### src/rtl/rx_flag_destuff_if.sv
// Bus between the HDLC serial line and the receive front end.
// The master drives the line and the enable. The slave (rx_flag_destuff) drives the status and octets.
interface rx_flag_destuff_if;
  logic       Rx;
  logic       RxEN;
  logic       Rx_FlagDetect;
  logic       Rx_AbortDetect;
  logic       Rx_AbortSignal;
  logic       Rx_ValidFrame;
  logic       Rx_EoF;
  logic       Rx_FrameErr;
  logic       Rx_NewByte;
  logic [7:0] Rx_Byte;

  modport master (
    output Rx, RxEN,
    input  Rx_FlagDetect, Rx_AbortDetect, Rx_AbortSignal, Rx_ValidFrame,
           Rx_EoF, Rx_FrameErr, Rx_NewByte, Rx_Byte
  );

  modport slave (
    input  Rx, RxEN,
    output Rx_FlagDetect, Rx_AbortDetect, Rx_AbortSignal, Rx_ValidFrame,
           Rx_EoF, Rx_FrameErr, Rx_NewByte, Rx_Byte
  );
endinterface

### src/rtl/rx_flag_destuff.sv
// HDLC receive front end. It detects flags and aborts, removes stuffed zeros and assembles octets LSB-first.
// Three registered stages: the input shift register, the pattern match, then the frame FSM and datapath.
module rx_flag_destuff (
  input  logic             Clk,
  input  logic             Rst,
  rx_flag_destuff_if.slave rx_if
);

  localparam logic [1:0] IDLE  = 2'd0;
  localparam logic [1:0] ARMED = 2'd1;
  localparam logic [1:0] FRAME = 2'd2;

  logic [7:0] sr_q, sr_d;
  logic       flag_q, flag_d;
  logic       abort_q, abort_d;
  logic       bit_q, bit_d;
  logic [1:0] state_q, state_d;
  logic [2:0] skip_q, skip_d;
  logic [2:0] ones_q, ones_d;
  logic [2:0] bitcnt_q, bitcnt_d;
  logic [7:0] acc_q, acc_d;
  logic       got_byte_q, got_byte_d;
  logic       eof_q, eof_d;
  logic       err_q, err_d;
  logic       abort_sig_q, abort_sig_d;
  logic       new_byte_q, new_byte_d;
  logic [7:0] byte_q, byte_d;

  always_comb begin
    sr_d        = sr_q;
    flag_d      = flag_q;
    abort_d     = abort_q;
    bit_d       = bit_q;
    state_d     = state_q;
    skip_d      = skip_q;
    ones_d      = ones_q;
    bitcnt_d    = bitcnt_q;
    acc_d       = acc_q;
    got_byte_d  = got_byte_q;
    byte_d      = byte_q;
    eof_d       = 1'b0;
    err_d       = 1'b0;
    abort_sig_d = 1'b0;
    new_byte_d  = 1'b0;

    if (!rx_if.RxEN) begin
      sr_d       = 8'h00;
      flag_d     = 1'b0;
      abort_d    = 1'b0;
      bit_d      = 1'b0;
      state_d    = IDLE;
      skip_d     = 3'd0;
      ones_d     = 3'd0;
      bitcnt_d   = 3'd0;
      acc_d      = 8'h00;
      got_byte_d = 1'b0;
    end else begin
      sr_d    = {sr_q[6:0], rx_if.Rx};
      flag_d  = (sr_q == 8'h7E);
      abort_d = (sr_q == 8'h7F);
      bit_d   = sr_q[7];

      if (flag_q) begin
        // bit_q holds the flag's first bit; the skip count hides the other seven.
        skip_d = 3'd7;
        ones_d = 3'd0;
        if (state_q == IDLE) begin
          state_d = ARMED;
        end else if (state_q == FRAME) begin
          eof_d      = 1'b1;
          err_d      = (bitcnt_q != 3'd0) || !got_byte_q;
          bitcnt_d   = 3'd0;
          acc_d      = 8'h00;
          got_byte_d = 1'b0;
          state_d    = ARMED;
        end
      end else begin
        if (skip_q != 3'd0) begin
          skip_d = skip_q - 3'd1;
        end else if (state_q != IDLE) begin
          if (!bit_q && (ones_q == 3'd5)) begin
            ones_d = 3'd0;
          end else begin
            ones_d = bit_q ? ((ones_q == 3'd7) ? 3'd7 : ones_q + 3'd1) : 3'd0;
            acc_d  = {bit_q, acc_q[7:1]};
            if (bitcnt_q == 3'd7) begin
              bitcnt_d   = 3'd0;
              byte_d     = {bit_q, acc_q[7:1]};
              new_byte_d = 1'b1;
              got_byte_d = 1'b1;
            end else begin
              bitcnt_d = bitcnt_q + 3'd1;
            end
            if (state_q == ARMED) state_d = FRAME;
          end
        end

        // This overrides the data path. A byte completed by the abort's own leading zero is still delivered.
        if (abort_q) begin
          ones_d      = 3'd0;
          bitcnt_d    = 3'd0;
          acc_d       = 8'h00;
          got_byte_d  = 1'b0;
          state_d     = IDLE;
          abort_sig_d = (state_q == FRAME);
        end
      end
    end
  end

  always_ff @(posedge Clk or negedge Rst) begin
    if (!Rst) begin
      sr_q        <= 8'h00;
      flag_q      <= 1'b0;
      abort_q     <= 1'b0;
      bit_q       <= 1'b0;
      state_q     <= IDLE;
      skip_q      <= 3'd0;
      ones_q      <= 3'd0;
      bitcnt_q    <= 3'd0;
      acc_q       <= 8'h00;
      got_byte_q  <= 1'b0;
      eof_q       <= 1'b0;
      err_q       <= 1'b0;
      abort_sig_q <= 1'b0;
      new_byte_q  <= 1'b0;
      byte_q      <= 8'h00;
    end else begin
      sr_q        <= sr_d;
      flag_q      <= flag_d;
      abort_q     <= abort_d;
      bit_q       <= bit_d;
      state_q     <= state_d;
      skip_q      <= skip_d;
      ones_q      <= ones_d;
      bitcnt_q    <= bitcnt_d;
      acc_q       <= acc_d;
      got_byte_q  <= got_byte_d;
      eof_q       <= eof_d;
      err_q       <= err_d;
      abort_sig_q <= abort_sig_d;
      new_byte_q  <= new_byte_d;
      byte_q      <= byte_d;
    end
  end

  assign rx_if.Rx_FlagDetect  = flag_q;
  assign rx_if.Rx_AbortDetect = abort_q;
  assign rx_if.Rx_AbortSignal = abort_sig_q;
  assign rx_if.Rx_ValidFrame  = (state_q == FRAME);
  assign rx_if.Rx_EoF         = eof_q;
  assign rx_if.Rx_FrameErr    = err_q;
  assign rx_if.Rx_NewByte     = new_byte_q;
  assign rx_if.Rx_Byte        = byte_q;

endmodule

### src/flat_wrapper.sv
// flat-port wrapper written by rule: the top's interface ports become plain ports
module rx_flag_destuff_flat 
  (Clk, Rst, rx_if_Rx, rx_if_RxEN, rx_if_Rx_FlagDetect, rx_if_Rx_AbortDetect, rx_if_Rx_AbortSignal, rx_if_Rx_ValidFrame, rx_if_Rx_EoF, rx_if_Rx_FrameErr, rx_if_Rx_NewByte, rx_if_Rx_Byte);
  rx_flag_destuff_if rx_if_i ();
  input  logic Clk;
  input  logic Rst;
  input wire logic [$bits(rx_if_i.Rx)-1:0] rx_if_Rx;
  input wire logic [$bits(rx_if_i.RxEN)-1:0] rx_if_RxEN;
  output wire logic [$bits(rx_if_i.Rx_FlagDetect)-1:0] rx_if_Rx_FlagDetect;
  output wire logic [$bits(rx_if_i.Rx_AbortDetect)-1:0] rx_if_Rx_AbortDetect;
  output wire logic [$bits(rx_if_i.Rx_AbortSignal)-1:0] rx_if_Rx_AbortSignal;
  output wire logic [$bits(rx_if_i.Rx_ValidFrame)-1:0] rx_if_Rx_ValidFrame;
  output wire logic [$bits(rx_if_i.Rx_EoF)-1:0] rx_if_Rx_EoF;
  output wire logic [$bits(rx_if_i.Rx_FrameErr)-1:0] rx_if_Rx_FrameErr;
  output wire logic [$bits(rx_if_i.Rx_NewByte)-1:0] rx_if_Rx_NewByte;
  output wire logic [$bits(rx_if_i.Rx_Byte)-1:0] rx_if_Rx_Byte;
  assign rx_if_i.Rx = rx_if_Rx;
  assign rx_if_i.RxEN = rx_if_RxEN;
  assign rx_if_Rx_FlagDetect = rx_if_i.Rx_FlagDetect;
  assign rx_if_Rx_AbortDetect = rx_if_i.Rx_AbortDetect;
  assign rx_if_Rx_AbortSignal = rx_if_i.Rx_AbortSignal;
  assign rx_if_Rx_ValidFrame = rx_if_i.Rx_ValidFrame;
  assign rx_if_Rx_EoF = rx_if_i.Rx_EoF;
  assign rx_if_Rx_FrameErr = rx_if_i.Rx_FrameErr;
  assign rx_if_Rx_NewByte = rx_if_i.Rx_NewByte;
  assign rx_if_Rx_Byte = rx_if_i.Rx_Byte;
  rx_flag_destuff u_core (.Clk(Clk), .Rst(Rst), .rx_if(rx_if_i));
endmodule
### config.mk
export PLATFORM = sky130hd
export DESIGN_NAME = rx_flag_destuff_flat
export DESIGN_NICKNAME = d
export VERILOG_FILES = /design/src/rtl/rx_flag_destuff_if.sv /design/src/rtl/rx_flag_destuff.sv /design/src/flat_wrapper.sv
export SDC_FILE = /design/constraint.sdc
export NUM_CORES = 1
export LEC_CHECK = 0
export ABC_AREA = 1
export CELL_PAD_IN_SITES_DETAIL_PLACEMENT = 1
export CELL_PAD_IN_SITES_GLOBAL_PLACEMENT = 1
export CORE_MARGIN = 3
export CORE_UTILIZATION = 29
export CTS_CLUSTER_DIAMETER = 60
export DETAILED_ROUTE_END_ITERATION = 12
export PLACE_DENSITY = 0.63
export RECOVER_POWER = 25
export SETUP_SLACK_MARGIN = 0.4
export SYNTH_ARGS = -nofsm -noshare
export SYNTH_HDL_FRONTEND = slang
export SYNTH_SLANG_ARGS = --single-unit
### constraint.sdc
create_clock -name Clk -period 1.5 [get_ports Clk]
set_clock_uncertainty 0.15 [all_clocks]
set_input_delay 0.225 -clock Clk [delete_from_list [all_inputs] [get_ports Clk]]
set_output_delay 0.225 -clock Clk [all_outputs]
set_load 0.02 [all_outputs]
==> metrics.yaml, run 1 <==
outcome: "finished, violations left"
violations: "setup timing"
antenna_found_initial: 0
synth_top_area_share_pct: 56.2
critPathLaunchType: "flip-flop"
synth_warnings: 0
io_buffers: 18
hp-class: "input pin to flip-flop"
seqPwrFrac_pct: 44.5
ys_async_sr_fraction_pct: 100
cts-buffers-inserted: 5
critPathKind: "flip-flop to flip-flop"
relSlewSlack_pct: 61.2
post-synth-top-area-cell: "dfrtp_1"
dp_hpwl_mm: 3.00
critPathArrivalTime_ns: 1.62
ys_seq_elements: 42
fin_ws_ns: -0.0880
synth_flop_cell: "dfrtp_1"
synth.distinct_cells: 27
clock_sinks: 42
num_io_pins: 19
chipWidth_um: 86.3
mappedNetlistNets: 208
cts_tree: "yes"
clockBufferDepth: 2
critPathMaxStageDelay_ns: 0.38
final_hold_viol_count: 0
clkPwrFrac_pct: 25.4
critical_path_buf_inv_count: 4
synth_commonest_cells: "nand2_1 (57), dfrtp_1 (42), inv_1 (26)"
h-tree-depth: 2
crit_fanout: 10
place_inst: 315
nets: 272
swShare_pct: 29.8
internal-power_uw: 1920
worstPathRequired_ns: 1.53
grt_overflow: 0
worstMarginPinSlew_ns: 0.583
drt-vias-per-instance: 4.48
grtUsageTotal_pct: 13.2
maxCapViolations: 0
rsz0062_at_grt: "true"
first_pass_iters: 4
timing.fmax_ghz: 0.630
synth-edff-count: 0
grt_pass1_wl_mm: 7.81
drt_iter0_drc: 15
drcViolationCount: 0
coreArea_sq_um: 6100
area_delta_synth_final_pct: 49.8
num_rows: 28
clk_latency_ns: 0.29
syn_inst: 197
grt_max_degree: 43
antenna_cells: 0
setup.worst_path.end_class: "flip-flop"
synthMostInstantiatedCell: "nand2_1"
peakVddDrop_uv: 631
initial_core_util_pct: 30.7
synth_area_leaders: "dfrtp_1 (56%), nand2_1 (11%), inv_1 (5.2%)"
slew_violations: 0
wire_per_inst_um: 13.3
drive_above_1_share_pct: 49.0
finalCritPeriodShare_pct: 106
crit_top_cell: "nand2_4"
num_vias: 1504
layout_min_cycle_time_ns: 1.59
chipHeight_um: 86.3
synth_seq_area_share_pct: 56.2
leakage_uw: 0.00141
clk_pin_slew_ns: 0.09
dieArea_sq_um: 7450
ant_nets: 0
syn_area_sq_um: 1870
critPathTopFamily: "buffers and inverters"
syn_area_per_cell_sq_um: 9.50
wl_mm: 4.47
powerDensity_nw_per_um2: 978
setup_violations: 21
place_congestion: 0.724
crit_slowest_cell: "dfrtp_1"
fillers: 674
fin_cells: 336
switching_power_uw: 817
power_frac_comb_pct: 30.1
cts_root_buffer: "clkbuf_8"
finish.utilization_pct: 46.0
cp_cell_sequence: "inv_2 > ha_4 > inv_2 > nor2_4 > buf_4 > nand2_4 > nand2_4 > nand2_4 > buf_12 > nand2_2 > o21ai_2"
grt_pass1_vias: 1645
## worst reg2reg max path: stages, from the launching register on
cell	delay [ns]
dfrtp_1	0.38
inv_2	0.08
ha_4	0.13
inv_2	0.04
nor2_4	0.09
buf_4	0.13
nand2_4	0.06
nand2_4	0.09
nand2_4	0.08
buf_12	0.15
nand2_2	0.06
o21ai_2	0.05
## metal layers
layer	global-route usage (%)	up-vias	share of wire (%)
met2	22.3	16	51
met1	17.1	734	46
met3	2.57	2	2.1
met5	0	-	0
met4	4.25	0	0.94
li1	-	752	-
## power groups by stage
stage,clock [uW],sequential (uW),combinational (uW)
after floorplan,0,1240,336
after global placement,0,1240,561
after detailed placement,0,1240,572
after CTS,730,1220,722
after global routing,770,1230,921
final,695,1220,825
## cells in the final DEF, fill, tap and decap left out, drive strengths merged, types with 5 or more instances in the layout
cell     n
a21oi    5
clkbuf   7
inv     28
ha       7
nand2   61
nand3   10
o21ai   22
nor2    10
buf     56
dfrtp   42
## repair_timing
item                                   4_1_cts  5_1_grt
setup endpoints to repair                   50       48
pin swaps                                    7       10
resized for setup                          114       21
setup buffers                                3        7
cloned                                       3        0
endpoints found under the hold margin       42        0
hold buffers                                 1        0
## stage by stage
step	hold slack, ns	total power (uW)	setup TNS, ns	cell area (sq um)	setup WS, ns
6_report	0.199	2740	-1.28	2800	-0.0880
3_5_place_dp	0.0716	1810	-7.19	2430	-0.354
2_1_floorplan	-0.221	1580	0	1950	0.0189
4_1_cts	0.282	2670	-1.55	2690	-0.104
5_1_grt	0.219	2920	-3.25	2800	-0.161
3_3_place_gp	0.0691	1800	-6.29	2430	-0.317
## registers in the layout, indices dropped and copies added, names as in the netlist, 2 cells and up
register	count
u_core.ones_q	3
u_core.rx_if.Rx_Byte	8
u_core.acc_q	7
u_core.sr_q	8
u_core.bitcnt_q	3
u_core.skip_q	3
u_core.state_q	2
## cells by family (layout without fill, tap and decap cells)
logic type      Yosys count  after routing  synth area share [%]
xor+xnor                  1              1                 0.468
flops                    42             42                  56.2
fa+ha+maj                 7              7                  4.68
simple gates             83             85                  20.1
compound gates           31             31                  10.8
buf+inv                  33             95                  7.76
## final timing paths
check,start,end,slack (ns),depth (start not counted)
setup / recovery,u_core.skip_q[1],u_core.acc_q[6],-0.09,11
hold / removal,rx_if_RxEN,u_core.rx_if.Rx_NewByte,0.20,3
setup reg to reg,u_core.skip_q[1],u_core.acc_q[6],-0.09,11
hold reg to reg,u_core.sr_q[0],u_core.rx_if.Rx_FlagDetect,0.29,1
max in group asynchronous,Rst,u_core.rx_if.Rx_FlagDetect,0.35,3
min in group asynchronous,Rst,u_core.rx_if.Rx_NewByte,0.43,3
## cell type report
| cell class | count | area, sq um | share of cell area [%] |
|---|---|---|---|
| Sequential cell | 42 | 1050 | 37.6 |
| Multi-Input combinational cell | 124 | 887 | 31.7 |
| Timing Repair Buffer | 60 | 582 | 20.8 |
| Inverter | 28 | 108 | 3.84 |
| Tap cell | 75 | 93.8 | 3.35 |
| Clock buffer | 5 | 68.8 | 2.46 |
| Clock inverter | 2 | 10.0 | 0.357 |
Note: power is estimated with default switching activity, not from simulation.
==> run 2: changes to the inputs <==
--- a/config.mk
+++ b/config.mk
@@ -6,6 +6,7 @@
 export NUM_CORES = 1
 export LEC_CHECK = 0
 export ABC_AREA = 1
+export CAP_MARGIN = 20
 export CELL_PAD_IN_SITES_DETAIL_PLACEMENT = 1
 export CELL_PAD_IN_SITES_GLOBAL_PLACEMENT = 1
 export CORE_MARGIN = 3
@@ -15,6 +16,7 @@
 export PLACE_DENSITY = 0.63
 export RECOVER_POWER = 25
 export SETUP_SLACK_MARGIN = 0.4
+export SKIP_LAST_GASP = 1
 export SYNTH_ARGS = -nofsm -noshare
 export SYNTH_HDL_FRONTEND = slang
 export SYNTH_SLANG_ARGS = --single-unit
==> metrics.yaml, run 2 (synthesized netlist as in run 1, its figures left out) <==
drcViolationCount: 0  # unchanged
clkPwrFrac_pct: 25.4  # about the same
setup.worst_path.end_class: "flip-flop"
critical_path_buf_inv_count: 4  # unchanged
swShare_pct: 29.7  # -0.089 points
powerDensity_nw_per_um2: 981  # +0.27%
wl_mm: 4.46  # -0.36%
internal-power_uw: 1920  # about the same
setup_tns_ns: -1.24  # +0.0374 ns
switching_power_uw: 814  # -0.43%
final_cell_mix: "nand2_1 (44), dfrtp_1 (41), buf_4 (31), buf_6 (21), inv_1 (20)"
fillers: 670  # -0.59%
dieArea_sq_um: 7450  # unchanged
violations: "setup timing"
peakVddDrop_uv: 629  # -0.30%
multi_input_area_sq_um: 883  # -0.42%
hp-start: "rx_if_RxEN"
grt_pass1_wl_mm: 7.74  # -0.88%
drt_iter0_drc: 24  # +9
clock_sinks: 42  # unchanged
antenna_cells: 0  # unchanged
h-tree-depth: 2  # unchanged
power_frac_comb_pct: 30.0  # about the same
finalCritPeriodShare_pct: 106  # about the same
drive_above_1_share_pct: 48.7  # -0.38 points
timing.rr.end: "u_core.acc_q[6]"
area_delta_synth_final_pct: 49.2
critPathLaunchType: "flip-flop"
finalPower_uw: 2740  # -0.13%
antenna_found_initial: 0  # unchanged
critPathKind: "flip-flop to flip-flop"
wire_per_inst_um: 13.3  # -0.36%
clk_latency_ns: 0.29  # about the same
crit_fanout: 10  # unchanged
first_pass_iters: 4  # unchanged
initial_core_util_pct: 30.7  # unchanged
grt_pass1_vias: 1634  # -0.67%
holdPathStages: 3  # unchanged
relSlewSlack_pct: 61.2  # about the same
crit_start: "u_core.skip_q[1]"
maxCapViolations: 0  # unchanged
grtUsageTotal_pct: 13.2  # -0.080 points
nets: 272  # unchanged
place_congestion: 0.724  # unchanged
clockBufferDepth: 2  # unchanged
num_io_pins: 19  # unchanged
num_rows: 28  # unchanged
ant_nets: 0  # unchanged
hp-class: "input pin to flip-flop"
register_area_sq_um: 1050  # unchanged
cts_root_buffer: "clkbuf_8"
io_buffers: 18  # unchanged
rrSetupSlack_ns: -0.09  # about the same
grt_overflow: 0  # unchanged
coreArea_sq_um: 6100  # unchanged
setup_violations: 22  # +4.8%
outcome: "finished, violations left"
worstPathRequired_ns: 1.53  # about the same
cts_tree: "yes"
r2r_cells: 11  # unchanged
hold-path-endpoint: "u_core.rx_if.Rx_NewByte"
dp_hpwl_mm: 3.00  # unchanged
leakage_uw: 0.00140  # -0.12%
worstMarginPinSlew_ns: 0.582  # -0.000395 ns
chipWidth_um: 86.3  # unchanged
clk_pin_slew_ns: 0.08  # about the same
crit_top_cell: "nand2_4"
drt-vias-per-instance: 4.48  # unchanged
cp_cell_sequence: "inv_2 > ha_4 > inv_2 > nor2_4 > buf_4 > nand2_4 > nand2_4 > nand2_4 > buf_12 > nand2_2 > o21ai_2"
cts-buffers-inserted: 5  # unchanged
num_vias: 1504  # unchanged
chipHeight_um: 86.3  # unchanged
fin_ws_ns: -0.0873  # +0.000653 ns
r2r_start: "u_core.skip_q[1]"
rsz0062_at_grt: "true"
critPathArrivalTime_ns: 1.62  # about the same
mostFrequentLayoutCell: "nand2_1"
crit_slowest_cell: "dfrtp_1"
final_hold_viol_count: 0  # unchanged
critPathMaxStageDelay_ns: 0.38  # about the same
critPathTopFamily: "buffers and inverters"
slew_violations: 0  # unchanged
layout_min_cycle_time_ns: 1.59  # -0.000653 ns
timing.fmax_ghz: 0.630  # about the same
seqPwrFrac_pct: 44.6  # about the same
pre_cts_ws_ns: -0.354  # unchanged
grt_max_degree: 43  # unchanged
## run 2: cell counts in the layout (fill, tap and decap cells not counted)
Identical to the previous run, type by type.
## run 2: power by group through the flow
stage | sequential (uW) | combinational, uW | clock [uW]
2_1_floorplan | 1240 | 336 | 0
3_3_place_gp | 1240 | 561 | 0
3_5_place_dp | 1240 | 572 | 0
4_1_cts | 1220 | 722 | 730
5_1_grt | 1230 | 919 | 770
6_report | 1220 | 821 | 696
## run 2: how the worst max path moves through the flow
stage	slack [ns]	cells after the start	endpoint
after global routing	-0.16	11	u_core.acc_q[5]
after CTS	-0.10	9	u_core.rx_if.Rx_Byte[4]
after detailed placement	-0.35	10	u_core.bitcnt_q[1]
final	-0.09	11	u_core.acc_q[6]
after floorplan	0.02	10	u_core.bitcnt_q[2]
after global placement	-0.32	5	u_core.rx_if.Rx_FrameErr
## run 2: metal layers
metal / GRT usage [%] / part of all wire [%] / vias up
met4: 4.25 / 0.94 / 0
met3: 2.57 / 2.2 / 2
met1: 17.0 / 46 / 733
met5: 0 / 0 / -
met2: 22.2 / 51 / 16
li1: - / - / 753
## run 2: layout make-up
type                            instances  area share (%)
Sequential cell                        42            37.7
Multi-Input combinational cell        124            31.7
Timing Repair Buffer                   60            20.6
Inverter                               28            3.86
Tap cell                               75            3.36
Clock buffer                            5            2.47
Clock inverter                          2           0.359
## run 2: what timing repair did
action	in CTS	in global routing
pin swaps	6	11
setup buffers	3	7
endpoints found under the hold margin	42	0
gates resized for setup	104	27
hold buffers	1	0
setup endpoints to repair	50	48
cloned	3	0
## run 2: worst register-to-register path: cells and delay by family, from the launching register on
family | cells | cell delay, ns
buf+inv | 4 | 0.40
fa+ha+maj | 1 | 0.13
simple gates | 5 | 0.38
compound gates | 1 | 0.05
flops | 1 | 0.38
## run 2: stage by stage
stage | instance area (sq um) | util (%) | hold slack (ns) | cells
3_3_place_gp | 2430 | 39.8 | 0.0691 | 315
6_report | 2790 | 45.8 | 0.191 | 336
4_1_cts | 2670 | 43.8 | 0.282 | 329
5_1_grt | 2790 | 45.8 | 0.215 | 336
2_1_floorplan | 1950 | - | -0.221 | 197
3_5_place_dp | 2430 | 39.8 | 0.0716 | 315
==> RTL edit 1, RTL diff (settings of run 2) <==
Take the reset off `sr_q` and `byte_q` and load them in a clocked block of their own.
--- a/src/rtl/rx_flag_destuff.sv
+++ b/src/rtl/rx_flag_destuff.sv
@@ -111,5 +111,4 @@
   always_ff @(posedge Clk or negedge Rst) begin
     if (!Rst) begin
-      sr_q        <= 8'h00;
       flag_q      <= 1'b0;
       abort_q     <= 1'b0;
@@ -125,7 +124,5 @@
       abort_sig_q <= 1'b0;
       new_byte_q  <= 1'b0;
-      byte_q      <= 8'h00;
     end else begin
-      sr_q        <= sr_d;
       flag_q      <= flag_d;
       abort_q     <= abort_d;
@@ -141,6 +138,10 @@
       abort_sig_q <= abort_sig_d;
       new_byte_q  <= new_byte_d;
-      byte_q      <= byte_d;
     end
+  end
+
+  always_ff @(posedge Clk) begin
+    sr_q   <= sr_d;
+    byte_q <= byte_d;
   end
 
Function: changed (Yosys sat finds a counterexample within 10 cycles, from zero or initial values and one cycle with Rst low).
==> RTL edit 1 against run 2 <==
The run still ends with negative setup slack left. Setup slack got worse by 27 ps. Area after synthesis increased by 1.1%. Fmax is 1.7% lower. Non-clock buffer count is the same. Wire length fell by 3.7%. Via count increased by 0.20%. Worst hold slack gained 98 ps. Critical path depth decreased by 4. Clock power increased by 3.6%. Cell area increased by 2.0%. Sequential cell count is the same. Power up 30%. Largest cell class unchanged.
==> RTL edit 1: results (changes against run 2) <==
Run status
  – Status: finished with violations
  – Violations in the final reports: negative setup slack

Logic synthesis
  – Net Count, Synth: 206 (-0.96%)
  – Share of flip-flops with an asynchronous set or reset: 61.9% (-38 points)
  – Sequential area share after synthesis: 55.6% (-0.59 points)
  – Post-synth EDFFs: 8 (+8)
  – Top cells by count, synth: 38 x nand2_1, 32 x inv_1, 26 x dfrtp_1
  – Ranking of synthesized cells by area: dfrtp_1 34%, edfxtp_1 13%, dfxtp_1 8.5%
  – Distinct cell type count after synthesis: 29 (+7.4%)

Timing
  – Final hold slack: 289 ps (+97.8 ps)
  – Setup slack after layout: -115 ps (-27.2 ps)
  – Worst slew pin tran: 706 ps (+123 ps)
  – Final Setup Violations: 23 (+4.5%)

Layout
  – Layout fillers: 672 (+0.30%)
  – Area delta synth->final: 50.5%
  – Nets: 270 (-0.74%)

Critical path
  – Worst R2R Path Depth: 7 (-4)
  – Critical Path AT: 1470 ps (-150 ps)
  – Worst R2R End: u_core.rx_if.Rx_Byte[7]

GRT
  – First-pass GRT wire length: 7360 microns (-5.0%)
  – GRT Total Usage: 12.4% (-0.73 points)
  – Vias in the first global route: 1,591 (-2.6%)

Placement
  – Post-DP HPWL: 3010 microns (+0.49%)
  – Placed cells: 311 (-1.3%)

Routing
  – Final wirelength: 4290 microns (-3.7%)
  – Routed vias/inst: 4.50 (+0.50%)
  – WL per Instance: 12.8 microns (-3.4%)

Power
  – Worst VDD drop: 0.000505 V (-20%)
  – Sw Ratio: 33.2% (+3.4 points)
  – Pleak: 0.00136 uW (-3.3%)
[RTL edit 1: cells by family (layout without fill, tap and decap cells)]
group / after synthesis / count (layout) / synth area share, %
xor+xnor: 1 / 1 / 0.463
simple gates: 90 / 90 / 25.7
compound gates: 14 / 14 / 4.57
flops: 42 / 42 / 55.6
buf+inv: 41 / 106 / 9.00
fa+ha+maj: 7 / 7 / 4.63
[RTL edit 1: through the flow]
step	worst slack (ps)	setup TNS (ps)
2_1_floorplan	-121	-969
3_3_place_gp	-268	-6290
3_5_place_dp	-307	-6880
4_1_cts	-130	-1530
5_1_grt	-181	-3670
6_report	-115	-1760
[RTL edit 1: layout make-up]
cell class                      instances  share of cell area (%)
Clock buffer                            6                    2.55
Clock inverter                          2                   0.484
Inverter                               38                    5.28
Multi-Input combinational cell        112                    31.8
Sequential cell                        42                    36.9
Tap cell                               75                    3.30
Timing Repair Buffer                   60                    19.7
[RTL edit 1: critical path, cell delays in order, from the launching register on]
cell and delay (ps):
dfrtp_1 390, inv_2 80, ha_4 140, inv_2 40, nor2_4 100, nand2_4 90
nor3_4 200, buf_12 150
[RTL edit 1: layer usage]
layer	vias to the layer above	routed length, microns	track usage, %
met5	-	0	0
met4	0	47	4.25
met3	6	157	2.95
met2	25	2160	21.1
met1	725	1930	15.4
li1	751	-	-
[RTL edit 1: power groups by stage]
stage               Clock (uW)  Sequential, uW  Combinational, uW
finish                     721            1350               1490
global route               804            1360               1650
CTS                        751            1350               1200
detailed placement           0            1360                889
global placement             0            1360                859
floorplan                    0            1350                565
[RTL edit 1: what timing repair did]
item,4_1_cts,5_1_grt
endpoints found under the setup margin,49,48
pin swaps,15,13
gates resized for setup,102,38
buffers inserted,9,7
==> RTL edit 2, RTL diff (flow settings as in run 2) <==
Without the edit above. Make the reset (`Rst`) synchronous in one clocked block.
--- a/src/rtl/rx_flag_destuff.sv
+++ b/src/rtl/rx_flag_destuff.sv
@@ -109,5 +109,5 @@
   end
 
-  always_ff @(posedge Clk or negedge Rst) begin
+  always_ff @(posedge Clk) begin
     if (!Rst) begin
       sr_q        <= 8'h00;
Function: differs if Rst is asserted again (counterexample within 10 cycles, from zero or initial values and one cycle with Rst low); with Rst held inactive, the same outputs for 10 cycles.
==> RTL edit 2 against run 2 <==
Setup slack gained 120 ps. Sequential cell count is the same. Cell area rose by 2.9%. First-iteration DRC count rose by 96%. Non-clock buffer count did not move. Area after synthesis down 1.0%. Wire length increased by 7.5%.
Power is not compared: it rests on default switching activity, and its combinational part moved more than twofold at a synthesized area within 25%.
==> RTL edit 2: results (changes against run 2) <==
Critical path
  – Worst R2R Path Depth: 8 (-3)
  – Worst Setup SP: u_core.bitcnt_q[1]
  – Critical Path AT: 1510 ps (-110 ps)
  – R2R Setup Slk: 30 ps (+120 ps)
  – Max FO, Critical Path: 4 (-6)

Layout
  – # diodes: 0 (unchanged)
  – Layout cells sized above 1: 49.3% (+0.69 points)

Routing
  – Drt first pass iters: 7 (+3)
  – Starting DRT DRC Count: 47 (+96%)
  – Final wirelength: 4790 microns (+7.5%)

Logic synthesis
  – Sequential area share after synthesis: 45.4% (-11 points)
  – Top cells by count, synth: 53 x nand2_1, 42 x dfxtp_1, 36 x inv_1
  – Share of flip-flops with an asynchronous set or reset: 0% (-100 points)
  – Ranking of synthesized cells by area: dfxtp_1 45%, nand2_1 11%, inv_1 7.3%

GRT
  – First-pass GRT wire length: 8540 microns (+10%)
  – Vias in the first global route: 1,777 (+8.8%)
  – GRT Total Usage: 14.7% (+1.6 points)
  – Largest net degree at the start of global routing: 14 (-67%)

Placement
  – PortBufs: 18 (unchanged)
  – Placer congestion estimate: 0.745 (+2.9%)
  – Post-DP HPWL: 3370 microns (+12%)

Timing
  – Final hold slack: 218 ps (+26.8 ps)
  – Worst slew pin tran: 457 ps (-126 ps)

Min path
  – WHS Path Cells: 4 (+1)
  – Worst Hold Endpoint: u_core.bitcnt_q[2]

Clocking
  – Clk Latency, worst-skew pair: 310 ps (+20 ps)

Run status
  – Status: finished, final reports clean
[RTL edit 2: repair_timing]
item                       in CTS  in global routing
gates cloned                    1                  0
pin swaps                      19                 15
gates resized for setup       126                 44
setup buffers                   8                  6
setup endpoints to repair      57                 57
[RTL edit 2: kinds of logic (layout without fill, tap and decap cells)]
family | Yosys count | after routing | synth area share, %
flops | 42 | 42 | 45.4
compound gates | 25 | 25 | 7.43
xor+xnor | 1 | 1 | 0.473
fa+ha+maj | 7 | 7 | 4.73
buf+inv | 45 | 107 | 10.2
simple gates | 123 | 124 | 31.8
[RTL edit 2: how the worst max path moves through the flow]
stage | end | slack [ps] | cells past startpoint
after floorplan | u_core.acc_q[5] | 130 | 10
after global placement | u_core.rx_if.Rx_AbortDetect | -90 | 6
after detailed placement | u_core.rx_if.Rx_AbortDetect | -120 | 6
after CTS | u_core.rx_if.Rx_Byte[5] | 20 | 8
after global routing | u_core.rx_if.Rx_Byte[5] | -60 | 8
final | u_core.rx_if.Rx_Byte[3] | 30 | 8
[RTL edit 2: critical path, cell delays in order, from the launching register on]
cell and delay [ps]:
dfxtp_2 360, ha_4 140, ha_4 150, nand2_4 50, nor2_4 170, buf_6 130
nand3_4 80, nand2_1 80, a21oi_1 60
[RTL edit 2: layer usage]
metal	wire length, microns	share of wire (%)	track usage, %	vias up
li1	-	-	-	891
met1	2280	47	18.8	790
met2	2280	48	23.3	25
met3	185	3.9	4.61	5
met4	48	1.0	5.47	0
met5	0	0	0	-
[RTL edit 2: power by group through the flow]
stage | clock, uW | sequential [uW] | combinational, uW
after CTS | 947 | 1110 | 66.1
after global placement | 0 | 1140 | 60.2
after floorplan | 0 | 1140 | 26.4
after detailed placement | 0 | 1140 | 60.5
final | 910 | 1110 | 66.0
after global routing | 1000 | 1110 | 73.5
[RTL edit 2: area by class of cell]
class | instances | share of cell area, %
flip-flops and latches | 42 | 30.6
clock inverters | 2 | 1.31
inverters | 39 | 5.36
repair buffers | 60 | 19.7
well taps | 75 | 3.27
clock buffers | 6 | 2.53
multi-input cells | 157 | 37.2
[RTL edit 2: per-stage QoR]
stage | utilization, % | cell area, sq um | cells
final | 47.4 | 2870 | 381
after global placement | 39.9 | 2420 | 358
after detailed placement | 39.9 | 2420 | 358
after floorplan | - | 1960 | 243
after global routing | 47.4 | 2870 | 381
after CTS | 44.8 | 2720 | 375
